==> src/rtl/imm_extend_pipe.sv <==
// Pipelined immediate extender (zero/sign/upper/branch) with a valid/ready skid buffer.
// Optional IMM_EXT_STATS_EN adds ext_count/neg_count transfer counters.
module imm_extend_pipe #(
  parameter int unsigned IN_W  = 16,
  parameter int unsigned OUT_W = 32
) (
  input  logic             clk,
  input  logic             reset,
  input  logic             in_valid,
  output logic             in_ready,
  input  logic [IN_W-1:0]  in_imm,
  input  logic [1:0]       in_mode,
  output logic             out_valid,
  input  logic             out_ready,
  output logic [OUT_W-1:0] out_data
`ifdef IMM_EXT_STATS_EN
  ,
  output logic [15:0]      ext_count,
  output logic [15:0]      neg_count
`endif
);

  localparam int unsigned PadW = OUT_W - IN_W;

  typedef enum logic [1:0] {StEmpty, StOne, StFull} state_e;

  state_e           state_q, state_d;
  logic             in_ready_q;
  logic [OUT_W-1:0] oreg_q, sreg_q;
  logic [OUT_W-1:0] sext, ext;
  logic             accept, drain;
  logic             load_o, load_s, shift_s;

  always_comb begin
    sext = {{PadW{in_imm[IN_W-1]}}, in_imm};
    unique case (in_mode)
      2'b00:   ext = {{PadW{1'b0}}, in_imm};
      2'b01:   ext = sext;
      2'b10:   ext = {in_imm, {PadW{1'b0}}};
      default: ext = sext << 2;
    endcase
  end

  assign accept    = in_valid && in_ready_q;
  assign drain     = out_valid && out_ready;
  assign in_ready  = in_ready_q;
  assign out_valid = (state_q != StEmpty);
  assign out_data  = oreg_q;

  always_comb begin
    state_d = state_q;
    load_o  = 1'b0;
    load_s  = 1'b0;
    shift_s = 1'b0;
    unique case (state_q)
      StEmpty: begin
        if (accept) begin
          load_o  = 1'b1;
          state_d = StOne;
        end
      end
      StOne: begin
        if (accept && drain) begin
          load_o = 1'b1;
        end else if (accept) begin
          load_s  = 1'b1;
          state_d = StFull;
        end else if (drain) begin
          state_d = StEmpty;
        end
      end
      StFull: begin
        if (drain) begin
          shift_s = 1'b1;
          state_d = StOne;
        end
      end
      default: state_d = StEmpty;
    endcase
  end

  always_ff @(posedge clk or posedge reset) begin
    if (reset) begin
      state_q    <= StEmpty;
      in_ready_q <= 1'b1;
      oreg_q     <= '0;
      sreg_q     <= '0;
    end else begin
      state_q    <= state_d;
      in_ready_q <= (state_d != StFull);
      if (load_o) begin
        oreg_q <= ext;
      end else if (shift_s) begin
        oreg_q <= sreg_q;
      end
      if (load_s) begin
        sreg_q <= ext;
      end
    end
  end

`ifdef IMM_EXT_STATS_EN
  // Negative-input flag travels with each entry so it is counted when the entry drains.
  logic        neg_in, oneg_q, sneg_q;
  logic [15:0] ext_count_q, neg_count_q;

  assign neg_in    = in_mode[0] && in_imm[IN_W-1];
  assign ext_count = ext_count_q;
  assign neg_count = neg_count_q;

  always_ff @(posedge clk or posedge reset) begin
    if (reset) begin
      oneg_q      <= 1'b0;
      sneg_q      <= 1'b0;
      ext_count_q <= '0;
      neg_count_q <= '0;
    end else begin
      if (load_o) begin
        oneg_q <= neg_in;
      end else if (shift_s) begin
        oneg_q <= sneg_q;
      end
      if (load_s) begin
        sneg_q <= neg_in;
      end
      if (drain) begin
        ext_count_q <= ext_count_q + 16'd1;
        neg_count_q <= neg_count_q + {15'd0, oneg_q};
      end
    end
  end
`endif

endmodule

==> config.mk <==
export PLATFORM = sky130hd
export DESIGN_NAME = imm_extend_pipe
export DESIGN_NICKNAME = d
export VERILOG_FILES = /design/src/rtl/imm_extend_pipe.sv
export SDC_FILE = /design/constraint.sdc
export NUM_CORES = 1
export LEC_CHECK = 0
export CORE_ASPECT_RATIO = 0.9
export CORE_MARGIN = 8
export CORE_UTILIZATION = 45
export DETAILED_ROUTE_END_ITERATION = 10
export GPL_TIMING_DRIVEN = 0
export PLACE_DENSITY = 0.74
export RECOVER_POWER = 50
export SYNTH_ARGS = -nofsm -noshare
export SYNTH_HDL_FRONTEND = slang
export SYNTH_SLANG_ARGS = --single-unit
==> constraint.sdc <==
create_clock -name clk -period 2 [get_ports clk]
set_input_delay 0.3 -clock clk [delete_from_list [all_inputs] [get_ports clk]]
set_output_delay 0.3 -clock clk [all_outputs]
set_load 0.1 [all_outputs]
==> reports/results.ini, run 1 <==
[drt]
drt_wl_total_um=6927
vias=2088
drtIter0Drc=39
viasPerCell=5.031
drt_drc_violations_left=0
ant_nets=0
wl_per_cell_um=16.69
drt_pass1_iterations=5

[sta]
min_period_over_period_pct=94.61
relSlewSlack_pct=7.143
tightest_slew_ns=1.393
fin_ws_ns=0.1078
finalHoldViolCount=0
finClkSkew_ns=0.004955
drv_slew=0
setup_viol=0
fmax_ghz=0.5285
rsz0062_at_grt=false
whs_ns=0.4917
tns_ns=0
fin_crit_ns=1.892

[setup_path]
critPathArrivalTime_ns=1.59
critical_path.max_fanout=2
critPathKind=reg -> out
endpoint_kind=output pin
slowest_delay_ns=0.87
rr_worst_depth=4
crit_start=out_data[28]$_DFFE_PP0P_
cpLargestDelayFamily=buffers and inverters
crit_slowest_cell=dlygate4sd2_1
critical_path_depth=1
reg2reg_slack_ns=0.15
critical_path.endpoint=out_data[28]
timing.rr.start=in_ready$_DFF_PP1_
r2r-end=sreg_q[12]$_DFFE_PP0P_
worst_setup_path_start_kind=flip-flop
cp_num_buf_inv=1
path_cells=dlygate4sd2_1
worstPathRequired_ns=1.70

[outcome]
status=completed

[floorplanning]
dieArea_mm2=0.01015
initial_core_util_pct=46.13
die_y_um=96.38
core_area_mm2=0.007003
rows=29
die-width_um=105.3
top_level_ports=56

[hold_path]
min_path_type=reg -> reg

[synthesis]
avgSynthCellArea_um2=12.87
async_flop_share_pct=100.0
syn_area_mm2=0.003231
yosys_warnings=0
syn_nets=273
synth_cells=251
synth_edf_count=0
synth-main-ff-cell=dfrtp_1
ys_seq_area_share_pct=51.94
ys_ff_latch=67
synth_cell_types=28

[cts]
htreeDepth=3
cts_hold_buffers=0
cts_made_buffers=9
cts_tree=done
clock-sinks=67
path_clk_slew_ns=0.07
insertion_delay_ns=0.34
root_buffer=clkbuf_8
clockBufferDepth=2

[global_routing]
grt_usage_pct=14.19
grt_pass1_vias=2266
grt_max_degree=68
grt_pass1_wl_um=11360
antenna_found_initial=0
globalRoute.totalOverflow=0

[layout]
final_nets=339
n_antenna_cell=0
area_growth_pct=24.90
layout-drive-gt1-share_pct=19.25

[place]
port_buffers=55
preCtsSetupSlack_ns=-0.1472
gp_congestion=0.7696
dp_hpwl_um=5021

[job]
max_cap_violations=0

-- logic make-up after synthesis --
group	synth area share (%)
AO/OA/AOI/OAI	6.623
buffers and inverters	5.577
flip-flops	51.94
multiplexers	32.03
AND/OR/NAND/NOR	3.835
-- Yosys cell counts (3+ instances only) --
master	count	area (µm²)
a21oi_1	14	70.07
a22o_1	10	87.58
a22oi_1	4	30.03
buf_2	3	15.01
buf_4	6	45.04
clkbuf_1	5	18.77
dfrtp_1	66	1652
inv_1	24	90.09
mux2_1	6	67.56
mux2_2	29	326.6
mux2i_1	64	640.6
nand2_1	4	15.01
-- how the worst min path moves through the flow --
stage	start	endpoint	slack (ns)	cells past startpoint
final	sreg_q[6]$_DFFE_PP0P_	sreg_q[6]$_DFFE_PP0P_	0.49	1
after CTS	sreg_q[6]$_DFFE_PP0P_	sreg_q[6]$_DFFE_PP0P_	0.49	1
after floorplan	out_ready	in_ready$_DFF_PP1_	0.41	1
after detailed placement	sreg_q[6]$_DFFE_PP0P_	sreg_q[6]$_DFFE_PP0P_	0.48	1
after global routing	sreg_q[8]$_DFFE_PP0P_	sreg_q[8]$_DFFE_PP0P_	0.52	1
after global placement	sreg_q[7]$_DFFE_PP0P_	sreg_q[7]$_DFFE_PP0P_	0.47	1
-- worst register-to-register path: stages (launching register included) --
cell and delay [ns]:
dfstp_4 0.62, nand2_1 0.16, nor3b_4 0.33, buf_4 0.26, mux2_2 0.36
-- placed cells by master, fill, tap and decap left out, drive strengths merged, types with 2 or more instances in the layout --
master / netlist / routed
mux2: 35 / 35
nand2: 4 / 4
clkbuf: 5 / 21
mux2i: 64 / 64
nor2b: 2 / 2
a22oi: 4 / 4
a22o: 10 / 10
a21oi: 14 / 14
clkinv: 0 / 2
inv: 24 / 24
buf: 10 / 9
dlygate4sd2: 0 / 32
clkdlybuf4s50: 0 / 20
dfrtp: 66 / 66
and2: 2 / 2
-- through the flow --
| step | util, % | cells | area [µm²] |
|---|---|---|---|
| global route | 57.62 | 415 | 4035 |
| finish | 57.62 | 415 | 4035 |
| floorplan | - | 251 | 3234 |
| CTS | 57.82 | 415 | 4049 |
| detailed placement | 55.74 | 399 | 3904 |
| global placement | 55.71 | 399 | 3901 |
-- sequential cells by signal, summed over array words and instances (netlist names) --
| signal | cells |
|---|---|
| out_data | 32 |
| sreg_q | 32 |
| state_q | 2 |
| in_ready | 1 |
-- layout make-up --
class / instances / area, µm²
tap: 93 / 116.4
buffer: 15 / 85.08
clock buffer: 14 / 172.7
multi-input combinational: 145 / 1373
fill: 594 / 2968
sequential: 67 / 1682
inverter: 24 / 90.09
timing repair buffer: 55 / 506.7
clock inverter: 2 / 10.01
-- layer usage --
metal	part of all wire, %	vias up	GRT usage [%]
met3	3.8	9	4.045
met4	1.7	0	5.931
li1	-	1013	-
met5	0	-	0
met2	48	37	22.57
met1	47	1029	18.00
-- timing repair --
| action | in CTS | in global routing |
|---|---|---|
| gates resized for setup | 38 | 2 |
| setup buffers | 0 | 0 |
| setup endpoints to repair | 34 | 1 |
Power of run 1 is not shown: default switching activity piles up to over one toggle a cycle in this logic, so the estimate is an artifact.
==> run 2: changes to the inputs <==
--- a/config.mk
+++ b/config.mk
@@ -7,11 +7,12 @@
 export LEC_CHECK = 0
 export CORE_ASPECT_RATIO = 0.9
 export CORE_MARGIN = 8
-export CORE_UTILIZATION = 45
+export CORE_UTILIZATION = 48
 export DETAILED_ROUTE_END_ITERATION = 10
 export GPL_TIMING_DRIVEN = 0
-export PLACE_DENSITY = 0.74
+export PLACE_DENSITY = 0.78
 export RECOVER_POWER = 50
+export SKIP_LAST_GASP = 1
 export SYNTH_ARGS = -nofsm -noshare
 export SYNTH_HDL_FRONTEND = slang
 export SYNTH_SLANG_ARGS = --single-unit
==> run 2 against run 1 <==
  * Routed wire length fell by 0.13%
  * Register-to-register slack got worse by 0.03 ns
  * Final cell count fell by 0.48%
  * Final area rose by 1.9%
  * First-iteration DRC count rose by 31%
  * Sequential cell count did not move
  * Count of clock-buffer cells in the layout fell by 2
  * Worst hold slack got worse by 0.0081 ns
==> reports/results.ini, run 2 (synthesis results as in run 1) <==
[place]
port_buffers=55  ; unchanged
post_dp_cell_area_mm2=0.003918  ; +0.35%
dp.cells=397  ; -0.50%
dp_hpwl_um=5207  ; +3.7%
gp_congestion=0.8556  ; +11%

[drt]
drt_wl_total_um=6918  ; -0.13%
drt_drc_violations_left=0  ; unchanged
ant_nets=0  ; unchanged
wl_per_cell_um=16.75  ; +0.35%
vias=2131  ; +2.1%
drtIter0Drc=51  ; +31%
viasPerCell=5.160  ; +2.6%
drt_pass1_iterations=5  ; unchanged

[outcome]
status=completed

[layout]
final_common_cell=dfrtp_1
fin_area_mm2=0.004111  ; +1.9%
n_antenna_cell=0  ; unchanged
layout_common_cells=dfrtp_1, mux2i_1, dlygate4sd2_1
finalNonFillerCells=413  ; -0.48%
fin_util_pct=62.76  ; +5.1 points
area_growth_pct=27.27
layout-drive-gt1-share_pct=19.20  ; -0.060 points
final_nets=340  ; +0.29%

[global_routing]
globalRoute.totalOverflow=0  ; unchanged
grt_pass1_wl_um=11620  ; +2.3%
antenna_found_initial=0  ; unchanged
grt_pass1_vias=2365  ; +4.4%
grt_max_degree=37  ; -46%
grt_usage_pct=15.74  ; +1.5 points

[floorplanning]
core_area_mm2=0.006551  ; -6.4%
rows=28  ; -3.4%
dieArea_mm2=0.009615  ; -5.3%
die-width_um=102.5  ; -2.7%
initial_core_util_pct=49.31  ; +3.2 points
die_y_um=93.83  ; -2.6%
top_level_ports=56  ; unchanged

[sta]
rsz0062_at_grt=false
whs_ns=0.4836  ; -0.008060 ns
setup_viol=0  ; unchanged
fin_crit_ns=1.883  ; -0.008886 ns
finClkSkew_ns=0.006388  ; +0.001434 ns
min_period_over_period_pct=94.17  ; -0.44 points
finalHoldViolCount=0  ; unchanged
drv_slew=0  ; unchanged
relSlewSlack_pct=21.85  ; +15 points
tightest_slew_ns=1.171  ; -0.2219 ns
fmax_ghz=0.5310  ; +0.47%

[cts]
clockBufferDepth=2  ; unchanged
path_clk_slew_ns=0.07  ; about the same
cts_hold_buffers=0  ; unchanged
htreeDepth=3  ; unchanged
insertion_delay_ns=0.33  ; about the same
root_buffer=clkbuf_8
cts_tree=done
cts_made_buffers=9  ; unchanged
clock-sinks=67  ; unchanged

[job]
max_cap_violations=0  ; unchanged

[hold_path]
min_path_type=reg -> reg

[setup_path]
critical_path.max_fanout=2  ; unchanged
worst_setup_path_start_kind=flip-flop
critPathArrivalTime_ns=1.58  ; about the same
reg2reg_slack_ns=0.12  ; -0.03 ns
cp_num_buf_inv=1  ; unchanged
cpLargestDelayFamily=buffers and inverters
critPathKind=reg -> out
slowest_delay_ns=0.87  ; about the same
path_cells=dlygate4sd2_1
crit_slowest_cell=dlygate4sd2_1
worstPathRequired_ns=1.70  ; about the same
endpoint_kind=output pin

run 2: final timing paths:
| check | start | end | cells past startpoint |
|---|---|---|---|
| worst max-delay path | out_data[23]$_DFFE_PP0P_ | out_data[23] | 1 |
| worst min-delay path | sreg_q[7]$_DFFE_PP0P_ | sreg_q[7]$_DFFE_PP0P_ | 1 |
| worst max register to register | in_ready$_DFF_PP1_ | sreg_q[12]$_DFFE_PP0P_ | 4 |
| worst min register to register | sreg_q[7]$_DFFE_PP0P_ | sreg_q[7]$_DFFE_PP0P_ | 1 |
| max in group asynchronous | reset | sreg_q[12]$_DFFE_PP0P_ | 3 |
| min in group asynchronous | reset | out_data[18]$_DFFE_PP0P_ | 2 |
run 2: metrics by stage:
| step | worst slack (ns) | setup TNS [ns] |
|---|---|---|
| 4_1_cts | 0.02461 | 0 |
| 3_3_place_gp | -1.058 | -72.86 |
| 6_report | 0.1166 | 0 |
| 3_5_place_dp | -0.1743 | -3.606 |
| 5_1_grt | 0.01494 | 0 |
| 2_1_floorplan | 0.01851 | 0 |
run 2: cell type report:
class                           count  area [µm²]
Buffer                             15       85.08
Clock buffer                       12       145.1
Clock inverter                      4       97.59
Fill cell                         534        2440
Inverter                           24       90.09
Multi-Input combinational cell    145        1373
Sequential cell                    67        1682
Tap cell                           90       112.6
Timing Repair Buffer               56       526.8
run 2: timing repair:
| item | in CTS | in global routing |
|---|---|---|
| endpoints found under the setup margin | 34 | 1 |
| cloned | 0 | 0 |
| buffers inserted | 0 | 0 |
| resized for setup | 38 | 2 |
run 2: routing by layer:
metal	vias to the layer above	share of wire [%]	track usage, %
met5	-	0	0
li1	1014	-	-
met1	1055	45	18.99
met3	16	3.3	2.519
met4	0	3.2	9.280
met2	46	48	25.95
Power of run 2 is left out for the same reason.
==> run 3: changes to the inputs <==
--- a/config.mk
+++ b/config.mk
@@ -13,6 +13,7 @@
 export PLACE_DENSITY = 0.78
 export RECOVER_POWER = 50
 export SKIP_LAST_GASP = 1
+export SLEW_MARGIN = 20
 export SYNTH_ARGS = -nofsm -noshare
 export SYNTH_HDL_FRONTEND = slang
 export SYNTH_SLANG_ARGS = --single-unit
==> run 3 against run 2 <==
  * Critical path depth is 3 higher
  * Count of clock-buffer cells in the layout shrank 1
  * Global-route usage about the same
  * Die area is the same
  * First-iteration DRC count is 53% higher
==> reports/results.ini, run 3 (synthesis results as in run 1) <==
[drt]
drt_drc_violations_left=0  ; unchanged
drt_wl_total_um=6997  ; +1.1%
drt_pass1_iterations=4  ; -1
ant_nets=0  ; unchanged
drtIter0Drc=78  ; +53%
wl_per_cell_um=16.94  ; +1.1%
vias=2099  ; -1.5%
viasPerCell=5.082  ; -1.5%

[setup_path]
timing.rr.start=in_ready$_DFF_PP1_
slowest_delay_ns=0.62  ; -0.25 ns
critPathKind=reg -> reg
reg2reg_slack_ns=0.11  ; about the same
rr_worst_depth=4  ; unchanged
critical_path.max_fanout=10  ; +8
worstPathRequired_ns=2.22  ; +0.52 ns
worst_setup_path_start_kind=flip-flop
r2r-end=sreg_q[10]$_DFFE_PP0P_
crit_slowest_cell=dfstp_4
endpoint_kind=flip-flop
critPathArrivalTime_ns=2.11  ; +0.53 ns
path_cells=nand2_1 -> nor3b_4 -> buf_4 -> mux2_2

[sta]
fmax_ghz=0.5287  ; -0.43%
fin_crit_ns=1.892  ; +0.008216 ns
setup_viol=0  ; unchanged
finClkSkew_ns=0.005949  ; -0.0004389 ns
finalHoldViolCount=0  ; unchanged
drv_slew=0  ; unchanged
rsz0062_at_grt=false
tightest_slew_ns=0.9806  ; -0.1903 ns
min_period_over_period_pct=94.58  ; +0.41 points
relSlewSlack_pct=34.88  ; +13 points

[place]
port_buffers=55  ; unchanged
dp_hpwl_um=5150  ; -1.1%
gp_congestion=0.8556  ; unchanged
dp.cells=397  ; unchanged

[floorplanning]
dieArea_mm2=0.009615  ; unchanged
rows=28  ; unchanged
top_level_ports=56  ; unchanged
core_area_mm2=0.006551  ; unchanged
initial_core_util_pct=49.31  ; unchanged
die_y_um=93.83  ; unchanged
die-width_um=102.5  ; unchanged

[layout]
fin_util_pct=62.80  ; about the same
n_antenna_cell=0  ; unchanged
final_nets=340  ; unchanged
layout-drive-gt1-share_pct=19.50  ; +0.31 points
finalNonFillerCells=413  ; unchanged
area_growth_pct=27.34  ; about the same
final_common_cell=dfrtp_1
layout_common_cells=dfrtp_1, mux2i_1, dlygate4sd2_1

[cts]
root_buffer=clkbuf_8
clock-sinks=67  ; unchanged
cts_setup_buffers=0  ; unchanged
path_clk_slew_ns=0.07  ; about the same
clockBufferDepth=2  ; unchanged
cts_made_buffers=9  ; unchanged
htreeDepth=3  ; unchanged
insertion_delay_ns=0.33  ; about the same
cts_tree=done
cts_hold_buffers=0  ; unchanged

[global_routing]
grt_max_degree=56  ; +51%
grt_usage_pct=15.74  ; about the same
busiest_layer=met2
grt_pass1_wl_um=11580  ; -0.35%
grt_pass1_vias=2333  ; -1.4%
grtUsageMet3_pct=2.889  ; +0.37 points
globalRoute.totalOverflow=0  ; unchanged
grt.met2_usage_pct=26.86  ; +0.92 points
antenna_found_initial=0  ; unchanged
grtUsageMet1_pct=18.63  ; -0.36 points

[job]
max_cap_violations=0  ; unchanged

[outcome]
status=completed

[hold_path]
min_path_type=in -> async

[run 3: changes by cell type in the layout (fill, tap and decap cells not counted)]
| cell | previous run | this run |
|---|---|---|
| clkbuf_4 | 0 | 1 |
| buf_12 | 1 | 0 |
| clkinv_2 | 0 | 1 |
| bufinv_16 | 3 | 4 |
| clkbuf_8 | 10 | 9 |
| clkinvlp_4 | 1 | 0 |
| clkinvlp_2 | 0 | 1 |
| inv_1 | 24 | 23 |
[run 3: layout make-up]
| class | instances | area (µm²) |
|---|---|---|
| Clock inverter | 5 | 125.1 |
| Multi-Input combinational cell | 145 | 1373 |
| Fill cell | 530 | 2437 |
| Tap cell | 90 | 112.6 |
| Clock buffer | 11 | 131.4 |
| Buffer | 15 | 85.08 |
| Inverter | 24 | 91.34 |
| Timing Repair Buffer | 56 | 514.2 |
| Sequential cell | 67 | 1682 |
[run 3: layer usage]
| layer | routed length (µm) | share of wire, % | up-vias |
|---|---|---|---|
| li1 | - | - | 1015 |
| met3 | 218 | 3.1 | 7 |
| met5 | 0 | 0 | - |
| met4 | 106 | 1.5 | 0 |
| met2 | 3519 | 50 | 29 |
| met1 | 3153 | 45 | 1048 |
[run 3: critical path: cells and delay by family (launching register included)]
kind	cells	cell delay [ns]
flops	1	0.62
simple gates	2	0.52
mux	1	0.36
buf+inv	1	0.27
[run 3: worst max-delay path by stage]
stage,from,endpoint,slack [ns],cells past startpoint
after global routing,in_ready$_DFF_PP1_,sreg_q[26]$_DFFE_PP0P_,0.01,4
after CTS,state_q[1]$_DFF_PP0_,out_valid,0.02,3
after global placement,reset,out_data[13]$_DFFE_PP0P_,-1.06,2
final,in_ready$_DFF_PP1_,sreg_q[10]$_DFFE_PP0P_,0.11,4
after floorplan,reset,out_data[0]$_DFFE_PP0P_,0.02,1
after detailed placement,out_ready,sreg_q[12]$_DFFE_PP0P_,-0.17,5
[run 3: timing repair]
action                     CTS  global route
gates cloned                 0             0
resized for setup           38             2
setup endpoints to repair   34             1
[run 3: per-stage QoR]
stage          TNS [ns]  setup WS [ns]  cell area (µm²)  hold slack [ns]
3_5_place_dp     -3.909        -0.1743             3928           0.4740
6_report              0         0.1084             4114           0.4329
5_1_grt               0        0.01141             4114           0.4657
2_1_floorplan         0        0.01851             3234           0.4141
4_1_cts               0        0.02314             4146           0.2269
3_3_place_gp     -72.86         -1.058             3897           0.4643
Power of run 3 is left out for the same reason.
